===== src/rtl/bm_mem_resp.sv =====
// Bitmatrix memory responder: fixed-latency pipelined column reads for bm_cntl,
// loaded through a one-entry host write buffer that yields to reads.
module bm_mem_resp #(
  parameter int BM_COL_W      = 64,
  parameter int BM_MEM_ADDR_W = 6,
  parameter int BM_MEM_DEPTH  = 64,
  parameter int RD_LAT        = 2
) (
  input  logic                     clk,
  input  logic                     rstn,
  input  logic                     bm_cntl_bm_mem_rd_rq,
  input  logic [BM_MEM_ADDR_W-1:0] bm_cntl_bm_mem_rd_addr,
  output logic [BM_COL_W-1:0]      bm_mem_bm_cntl_rd_data,
  output logic                     bm_mem_bm_cntl_rd_data_val,
  output logic                     bm_mem_rd_err,
  input  logic                     host_wr_en,
  input  logic [BM_MEM_ADDR_W-1:0] host_wr_addr,
  input  logic [BM_COL_W-1:0]      host_wr_data,
  output logic                     host_wr_rdy,
  input  logic                     host_clr,
  output logic [BM_MEM_ADDR_W:0]   bm_loaded_cnt
);

  localparam int IDX_W = (BM_MEM_DEPTH > 1) ? $clog2(BM_MEM_DEPTH) : 1;
  localparam logic [BM_MEM_ADDR_W:0] DEPTH_L = (BM_MEM_ADDR_W + 1)'(BM_MEM_DEPTH);
  localparam logic [0:0] ST_IDLE = 1'b0;
  localparam logic [0:0] ST_PEND = 1'b1;

  logic [BM_COL_W-1:0]      r_mem [BM_MEM_DEPTH];
  logic [BM_COL_W-1:0]      r_rd_word;
  logic [BM_MEM_DEPTH-1:0]  r_valid;
  logic [0:0]               r_state;
  logic [BM_MEM_ADDR_W-1:0] r_buf_addr;
  logic [BM_COL_W-1:0]      r_buf_data;
  logic [BM_MEM_ADDR_W:0]   r_cnt;

  logic                     r_s1_val;
  logic                     r_s1_err;
  logic                     r_s1_valid;
  logic                     r_s1_fwd;
  logic [BM_COL_W-1:0]      r_s1_fwd_data;

  logic                     w_rd_in_range;
  logic [IDX_W-1:0]         w_rd_idx;
  logic                     w_buf_in_range;
  logic [IDX_W-1:0]         w_buf_idx;
  logic                     w_accept;
  logic                     w_commit;
  logic                     w_fwd;
  logic                     w_new_entry;
  logic [BM_MEM_DEPTH-1:0]  w_set;
  logic [BM_COL_W-1:0]      w_s1_data;
  logic                     w_s1_val;
  logic                     w_s1_err;

  assign w_rd_in_range  = {1'b0, bm_cntl_bm_mem_rd_addr} < DEPTH_L;
  assign w_rd_idx       = bm_cntl_bm_mem_rd_addr[IDX_W-1:0];
  assign w_buf_in_range = {1'b0, r_buf_addr} < DEPTH_L;
  assign w_buf_idx      = r_buf_addr[IDX_W-1:0];

  // Commits only happen in read-free cycles, so the array never sees a
  // same-address read and write on one edge.
  assign w_accept    = (r_state == ST_IDLE) && host_wr_en && !host_clr;
  assign w_commit    = (r_state == ST_PEND) && !host_clr && !bm_cntl_bm_mem_rd_rq;
  assign w_fwd       = (r_state == ST_PEND) && (bm_cntl_bm_mem_rd_addr == r_buf_addr);
  assign w_new_entry = w_commit && w_buf_in_range && !r_valid[w_buf_idx];
  assign w_set       = (w_commit && w_buf_in_range) ? (BM_MEM_DEPTH'(1) << w_buf_idx) : '0;

  assign host_wr_rdy   = (r_state == ST_IDLE);
  assign bm_loaded_cnt = r_cnt;

  always_ff @(posedge clk or negedge rstn) begin
    if (!rstn) begin
      r_state    <= ST_IDLE;
      r_buf_addr <= '0;
      r_buf_data <= '0;
    end else if (host_clr) begin
      r_state <= ST_IDLE;
    end else if (w_accept) begin
      r_state    <= ST_PEND;
      r_buf_addr <= host_wr_addr;
      r_buf_data <= host_wr_data;
    end else if (w_commit) begin
      r_state <= ST_IDLE;
    end
  end

  genvar gi;
  generate
    for (gi = 0; gi < BM_MEM_DEPTH; gi++) begin : g_valid
      always_ff @(posedge clk or negedge rstn) begin
        if (!rstn) begin
          r_valid[gi] <= 1'b0;
        end else if (host_clr) begin
          r_valid[gi] <= 1'b0;
        end else if (w_set[gi]) begin
          r_valid[gi] <= 1'b1;
        end
      end
    end
  endgenerate

  always_ff @(posedge clk or negedge rstn) begin
    if (!rstn) begin
      r_cnt <= '0;
    end else if (host_clr) begin
      r_cnt <= '0;
    end else if (w_new_entry) begin
      r_cnt <= r_cnt + 1'b1;
    end
  end

  // Array contents are deliberately left unreset so it maps onto block RAM.
  always_ff @(posedge clk) begin
    if (w_commit && w_buf_in_range) begin
      r_mem[w_buf_idx] <= r_buf_data;
    end
    if (bm_cntl_bm_mem_rd_rq) begin
      r_rd_word <= r_mem[w_rd_idx];
    end
  end

  // Valid/forward state is captured at request time so a later clear does
  // not alter reads that are already in flight.
  always_ff @(posedge clk or negedge rstn) begin
    if (!rstn) begin
      r_s1_val      <= 1'b0;
      r_s1_err      <= 1'b0;
      r_s1_valid    <= 1'b0;
      r_s1_fwd      <= 1'b0;
      r_s1_fwd_data <= '0;
    end else begin
      r_s1_val <= bm_cntl_bm_mem_rd_rq;
      if (bm_cntl_bm_mem_rd_rq) begin
        r_s1_err      <= !w_rd_in_range;
        r_s1_valid    <= w_rd_in_range && r_valid[w_rd_idx];
        r_s1_fwd      <= w_rd_in_range && w_fwd;
        r_s1_fwd_data <= r_buf_data;
      end
    end
  end

  always_comb begin
    w_s1_data = '0;
    if (r_s1_val && !r_s1_err) begin
      if (r_s1_fwd) begin
        w_s1_data = r_s1_fwd_data;
      end else if (r_s1_valid) begin
        w_s1_data = r_rd_word;
      end
    end
  end

  assign w_s1_val = r_s1_val;
  assign w_s1_err = r_s1_val && r_s1_err;

  generate
    if (RD_LAT == 1) begin : g_lat1
      assign bm_mem_bm_cntl_rd_data     = w_s1_data;
      assign bm_mem_bm_cntl_rd_data_val = w_s1_val;
      assign bm_mem_rd_err              = w_s1_err;
    end else begin : g_latn
      logic                r_dly_val  [RD_LAT-1];
      logic                r_dly_err  [RD_LAT-1];
      logic [BM_COL_W-1:0] r_dly_data [RD_LAT-1];

      for (gi = 0; gi < RD_LAT - 1; gi++) begin : g_stage
        logic                w_in_val;
        logic                w_in_err;
        logic [BM_COL_W-1:0] w_in_data;

        if (gi == 0) begin : g_head
          assign w_in_val  = w_s1_val;
          assign w_in_err  = w_s1_err;
          assign w_in_data = w_s1_data;
        end else begin : g_body
          assign w_in_val  = r_dly_val[gi-1];
          assign w_in_err  = r_dly_err[gi-1];
          assign w_in_data = r_dly_data[gi-1];
        end

        always_ff @(posedge clk or negedge rstn) begin
          if (!rstn) begin
            r_dly_val[gi]  <= 1'b0;
            r_dly_err[gi]  <= 1'b0;
            r_dly_data[gi] <= '0;
          end else begin
            r_dly_val[gi]  <= w_in_val;
            r_dly_err[gi]  <= w_in_err;
            r_dly_data[gi] <= w_in_data;
          end
        end
      end

      assign bm_mem_bm_cntl_rd_data     = r_dly_data[RD_LAT-2];
      assign bm_mem_bm_cntl_rd_data_val = r_dly_val[RD_LAT-2];
      assign bm_mem_rd_err              = r_dly_err[RD_LAT-2];
    end
  endgenerate

endmodule


===== config.mk =====
export PLATFORM = sky130hd
export DESIGN_NAME = bm_mem_resp
export DESIGN_NICKNAME = d
export VERILOG_FILES = /design/src/rtl/bm_mem_resp.sv
export SDC_FILE = /design/constraint.sdc
export NUM_CORES = 2
export LEC_CHECK = 0
export CAP_MARGIN = 20
export CORE_MARGIN = 2
export CORE_UTILIZATION = 35
export CTS_BUF_LIST = sky130_fd_sc_hd__clkbuf_16
export CTS_CLUSTER_DIAMETER = 100
export DETAILED_ROUTE_END_ITERATION = 8
export SLEW_MARGIN = 10
export SYNTH_ARGS = -nofsm -noshare
export SYNTH_HDL_FRONTEND = slang
export SYNTH_SLANG_ARGS = --single-unit

===== constraint.sdc =====
create_clock -name clk -period 6.5 [get_ports clk]
set_input_delay 0.65 -clock clk [delete_from_list [all_inputs] [get_ports clk]]
set_output_delay 0.65 -clock clk [all_outputs]
set_load 0.05 [all_outputs]

Yosys cells after proc, flatten, opt, wreduce, memory -nomap -nowiden
Memories as Yosys holds them, arrays and structs flattened. A register that Yosys moved wholly into a read port is not among the register bits.
Cells that the tools add are included.
Widths: inputs -> output; s select.
- add/sub/neg operators: 1
- $lt $le $gt $ge: 2
- equal/unequal tests: 1
- shifts and indexed selects: 1
- muxes and demuxes: 143
- bitwise gates (word level): 2
- reductions and logical operators: 76
- operators by type and width (cell ; count):
    $mux 64 ; 4
    $mux 1 ; 135
    $reduce_bool 2->1 ; 65
    $shl 1x6->64 const A ; 1
    $lt 6x7->1 const B ; 2
    $mux 7 ; 2
    $bmux 1 s6 ; 2
    $add 7x1->7 const B ; 1
    $eq 6x6->1 ; 1
    $logic_and 1x1->1 ; 6
    $logic_not 1->1 ; 3
    $reduce_bool 3->1 ; 1
    $not 1->1 ; 2
    $reduce_and 2->1 ; 1
- register bits after elaboration: 274
- RAM bits: 4096
- input bits: 81
- output and inout port bits: 74
- memories: 1
- memories (name ; words ; width ; read ports ; clocked after memory_dff ; write ports ; RTL line ; text):
    r_mem ; 64 ; 64 ; 1 ; 1 ; 1 ; 29 ; logic [BM_COL_W-1:0] r_mem [BM_MEM_DEPTH];

Logic depth before layout (Yosys ltp)
- depth in word-level cells: 6
- depth in mapped cells: 9
- depth with buffers taken out: 6

Worst setup path after synthesis
OpenSTA, ideal clock, no wires.
- kind: in2reg
- start point: input bm_cntl_bm_mem_rd_rq
- end point: memory r_mem[42][0], enable pin
- library setup time: 0.487 ns
- data arrival time: 4.742 ns
- path slack: 1.272 ns
- stages on the path: 7
- cell sequence: clkbuf_1 -> or3b_2 -> clkbuf_1 -> or3_1 -> clkbuf_1 -> clkbuf_1 -> nor2_1
- word-level cells in the longest chain between the ends: 4
- RTL lines (what ; RTL line ; text):
    from (decl) ; 11 ; input logic bm_cntl_bm_mem_rd_rq,
    $logic_not 1->1 ; 64 ; assign w_commit = (r_state == ST_PEND) && !host_clr && !bm_cntl_bm_mem_rd_rq;
    $logic_and 1x1->1 ; 64 ;
    $mux 1 ; 115 ; if (w_commit && w_buf_in_range) begin
    $mux 1 (implied by the code) ; 116 ; r_mem[w_buf_idx] <= r_buf_data;
    to (decl) ; 29 ;
Every way passes these cells.

Worst setup path in the final report
- start point: input bm_cntl_bm_mem_rd_rq
- end point: memory r_mem[61][42], enable pin
The elaborated chain is that of the path after synthesis.

==> metrics.md <==
| Metric | Value |
|---|---|
| FF+latch count, synth | `4434` |
| Routed WL | `455.1 mm` |
| Initial Util | `0.3517` |
| Register area share after synthesis | `0.7824` |
| DR top layer | `met5` |
| Design Power | `62.14 mW` |
| Area Overhead vs Synth | `15.52%` |
| Simple-gate area share of the yosys netlist | `0.006173` |
| Clk_skew | `75.08 ps` |
| Vias | `77.93k` |
| Final Hold Fails | `0` |
| Max FO, Critical Path | `33` |
| Syn avg cell area | `24.86 sq um` |
| Std-Cell Core Area | `478900 sq um` |
| Die X-Extent | `697.7 um` |
| Multiplexer area fraction after synthesis | `0.1936` |
| DR WL met2 | `223.6 mm` |
| Total GRT Usage | `0.1831` |
| Cells after Synth | `6774` |
| CTS buffer count | `435` |
| Main combinational cell family by area after synthesis | `multiplexers` |
| Max-Cap Viols | `0` |
| Worst Setup Start Kind | `input port` |
| Synth unique cells | `44` |
| Root buf cell | `clkbuf_16` |
| Status | `finished, final reports clean` |
| WL met3 | `36.44 mm` |
| CP Capture Type | `flop` |
| Die Footprint | `486800 sq um` |
| Post-synthesis xor/xnor area fraction | `0.0003120` |
| Setup violators final | `0` |
| Synth Warn # | `0` |
| Least-Margin Pin Slew | `1210 ps` |
| Drc violations | `0` |
| Initial antenna violation count | `22` |
| Placed cell count | `13.26k` |
| Post-synth EDFFs | `4160` |
| CTS tree | `yes` |
| Critical Path RT | `7140 ps` |
| Clock transition at path regs | `60 ps` |
| Max-slew violation count | `0` |
| M1 WL | `184.8 mm` |
| Io pins | `155` |
| Worst Hold Class | `in2reg` |
| Fin crit period | `4086 ps` |
| Setup TNS | `0 ps` |
| Port buffer count | `153` |
| Vias per cell | `5.536` |
| Final Non-Filler Cells | `14.08k` |
| CP arrival | `4730 ps` |
| CTS max path bufs | `4` |
| RSZ-0062 raised after global routing | `false` |
| Worst VDD drop | `0.2862 mV` |
| GPL Wtd Cong | `0.7972` |
| Antenna viol nets, final | `0` |
| Synthesized area | `168400 sq um` |
| Post-synthesis async set-or-reset flop share | `0.06180` |
| Wire per inst | `32.33 um` |
| Die H | `697.7 um` |
| GRT overflow | `0` |
| Nets@finish | `7389` |
| H-tree lvl count | `5` |
| Adder-cell share of the synthesized area | `0.00007429` |
| DRT iter0 DRCs | `10.64k` |
| Share of layout cells above drive strength 1 | `0.3289` |
| Vias in the first global route | `79.04k` |
| FMAX | `0.2447 GHz` |
| Worst-skew pair later-pin latency | `1030 ps` |
| First-pass GRT wire length | `634.5 mm` |
| Sink Count | `4434` |
| Largest net degree at the start of global routing | `121` |
| Max_slew headroom | `0.1936` |
| Net Count, Synth | `6856` |
| Lkg Pwr | `60.64 nW` |
| Setup CP Type | `in2reg` |
| Post-synthesis compound-gate area fraction | `0.006195` |
| Power Density | `319.4 nW/um^2` |
| Final period util | `0.6287` |
| Ys flop type | `edfxtp_1` |
| TritonRoute pass-1 iters | `8` |
| DP HPWL | `251.1 mm` |
| Row cnt | `254` |
==> power breakdown <==
group / total, mW / leakage, nW / switching [mW] / internal, mW
registers: 33.0 / 41.0 / 0.296 / 32.7
logic: 4.07 / 12.3 / 2.73 / 1.34
clock network: 25.1 / 7.34 / 10.9 / 14.1
==> cell usage in the layout, fill, tap and decap left out, types with 12 or more instances in the layout <==
| cell | synthesis | layout |
|---|---|---|
| nor2_1 | 80 | 14 |
| clkinv_16 | 0 | 12 |
| dfrtp_2 | 0 | 18 |
| inv_1 | 75 | 180 |
| nand2_1 | 30 | 30 |
| mux4_2 | 1377 | 1377 |
| o22ai_1 | 64 | 64 |
| edfxtp_1 | 4160 | 4160 |
| nor2b_1 | 68 | 68 |
| nand3_1 | 13 | 13 |
| a22oi_1 | 63 | 63 |
| bufinv_16 | 0 | 45 |
| buf_12 | 0 | 73 |
| clkinv_1 | 0 | 97 |
| mux2_2 | 133 | 133 |
| clkinv_2 | 0 | 71 |
| clkdlybuf4s50_1 | 0 | 144 |
| nor2_4 | 0 | 66 |
| clkbuf_16 | 0 | 441 |
| dfrtp_1 | 274 | 254 |
| buf_4 | 12 | 237 |
==> cell usage after synthesis, types with 5 or more instances <==
| master | instances | area [sq um] |
|---|---|---|
| a22oi_1 | 63 | 473.0 |
| buf_1 | 31 | 116.4 |
| buf_2 | 90 | 450.4 |
| buf_4 | 12 | 90.09 |
| buf_6 | 6 | 67.56 |
| clkbuf_1 | 235 | 882.1 |
| dfrtp_1 | 274 | 6857 |
| edfxtp_1 | 4160 | 124900 |
| inv_1 | 75 | 281.5 |
| mux2_2 | 133 | 1498 |
| mux2i_1 | 10 | 100.1 |
| mux4_2 | 1377 | 31010 |
| nand2_1 | 30 | 112.6 |
| nand3_1 | 13 | 65.06 |
| nand4_1 | 7 | 43.79 |
| nor2_1 | 80 | 300.3 |
| nor2b_1 | 68 | 425.4 |
| o21ai_0 | 7 | 35.03 |
| o22ai_1 | 64 | 400.4 |
| o311ai_1 | 5 | 43.79 |
==> path summary, 6_finish.rpt <==
path / end / cells past startpoint / start / slack, ps
worst min register to register: r_buf_data[53]$_DFFE_PN0P_ / 1 / r_buf_data[53]$_DFFE_PN0P_ / 510
max in group asynchronous: r_buf_data[14]$_DFFE_PN0P_ / 4 / rstn / 4500
min in group asynchronous: r_s1_fwd_data[57]$_DFFE_PN0P_ / 2 / rstn / 180
worst max register to register: r_mem[61][42]$_DFFE_PP_ / 5 / r_state$_DFFE_PN0P_ / 2490
worst min-delay path: r_buf_addr[0]$_DFFE_PN0P_ / 4 / host_clr / 140
worst max-delay path: r_mem[61][42]$_DFFE_PP_ / 7 / bm_cntl_bm_mem_rd_rq / 2410
==> registers in the layout, summed over array words and instances (netlist names) <==
register	cells
g_latn.g_stage.w_in_val	1
bm_mem_bm_cntl_rd_data	64
bm_loaded_cnt	7
r_rd_word	64
r_s1_valid	1
r_s1_fwd_data	64
bm_mem_bm_cntl_rd_data_val	1
r_valid	64
r_buf_addr	6
r_buf_data	64
r_s1_fwd	1
r_mem	4096
r_state	1
==> critical path, cell delays in order <==
cell and delay [ps]:
dlygate4sd3_1 560, buf_8 220, or3b_2 580, nor2_1 360
nand2_1 680, nor2_4 1090, buf_4 480
==> layer usage <==
layer,vias up,global-route usage
met2,3571,0.3021
met4,16,0.04054
met1,43425,0.2556
met3,581,0.03134
li1,30338,-
met5,-,0
==> final cells by class <==
class / count / area (sq um)
Clock inverter: 361 / 3186
Fill cell: 41162 / 284400
Inverter: 76 / 285.3
Clock buffer: 441 / 11040
Tap cell: 6400 / 8008
Timing Repair Buffer: 470 / 4972
Sequential cell: 4434 / 131800
Antenna cell: 6 / 15.01
Multi-Input combinational cell: 1890 / 35260
==> stage by stage <==
stage	utilization	area (sq um)	worst slack, ps	hold WS [ps]
finish	0.4062	194600	2414	143.7
CTS	0.4057	194300	2323	58.65
floorplan	-	168400	1272	352.0
detailed placement	0.3760	180100	2040	496.2
global placement	0.3757	179900	1915	490.1
global route	0.4062	194600	2303	117.2
==> timing repair <==
item / in CTS / in global routing
setup endpoints to repair: 0 / 0
hold buffers: 2 / 0
setup buffers: 0 / 0
resized for setup: 0 / 0
endpoints found under the hold margin: 57 / 0
==> logic make-up (layout without fill, tap and decap cells) <==
| family | after synthesis | in the layout |
|---|---|---|
| flip-flops | 4434 | 4434 |
| multiplexers | 1520 | 1520 |
| buffers and inverters | 450 | 1348 |
| AND/OR/NAND/NOR | 211 | 211 |
| AO/OA/AOI/OAI | 151 | 151 |
| XOR/XNOR | 6 | 6 |
| adder cells (fa/ha/maj) | 1 | 1 |
| other | 1 | 7 |
No activity file was read; power rests on OpenSTA's default activity.
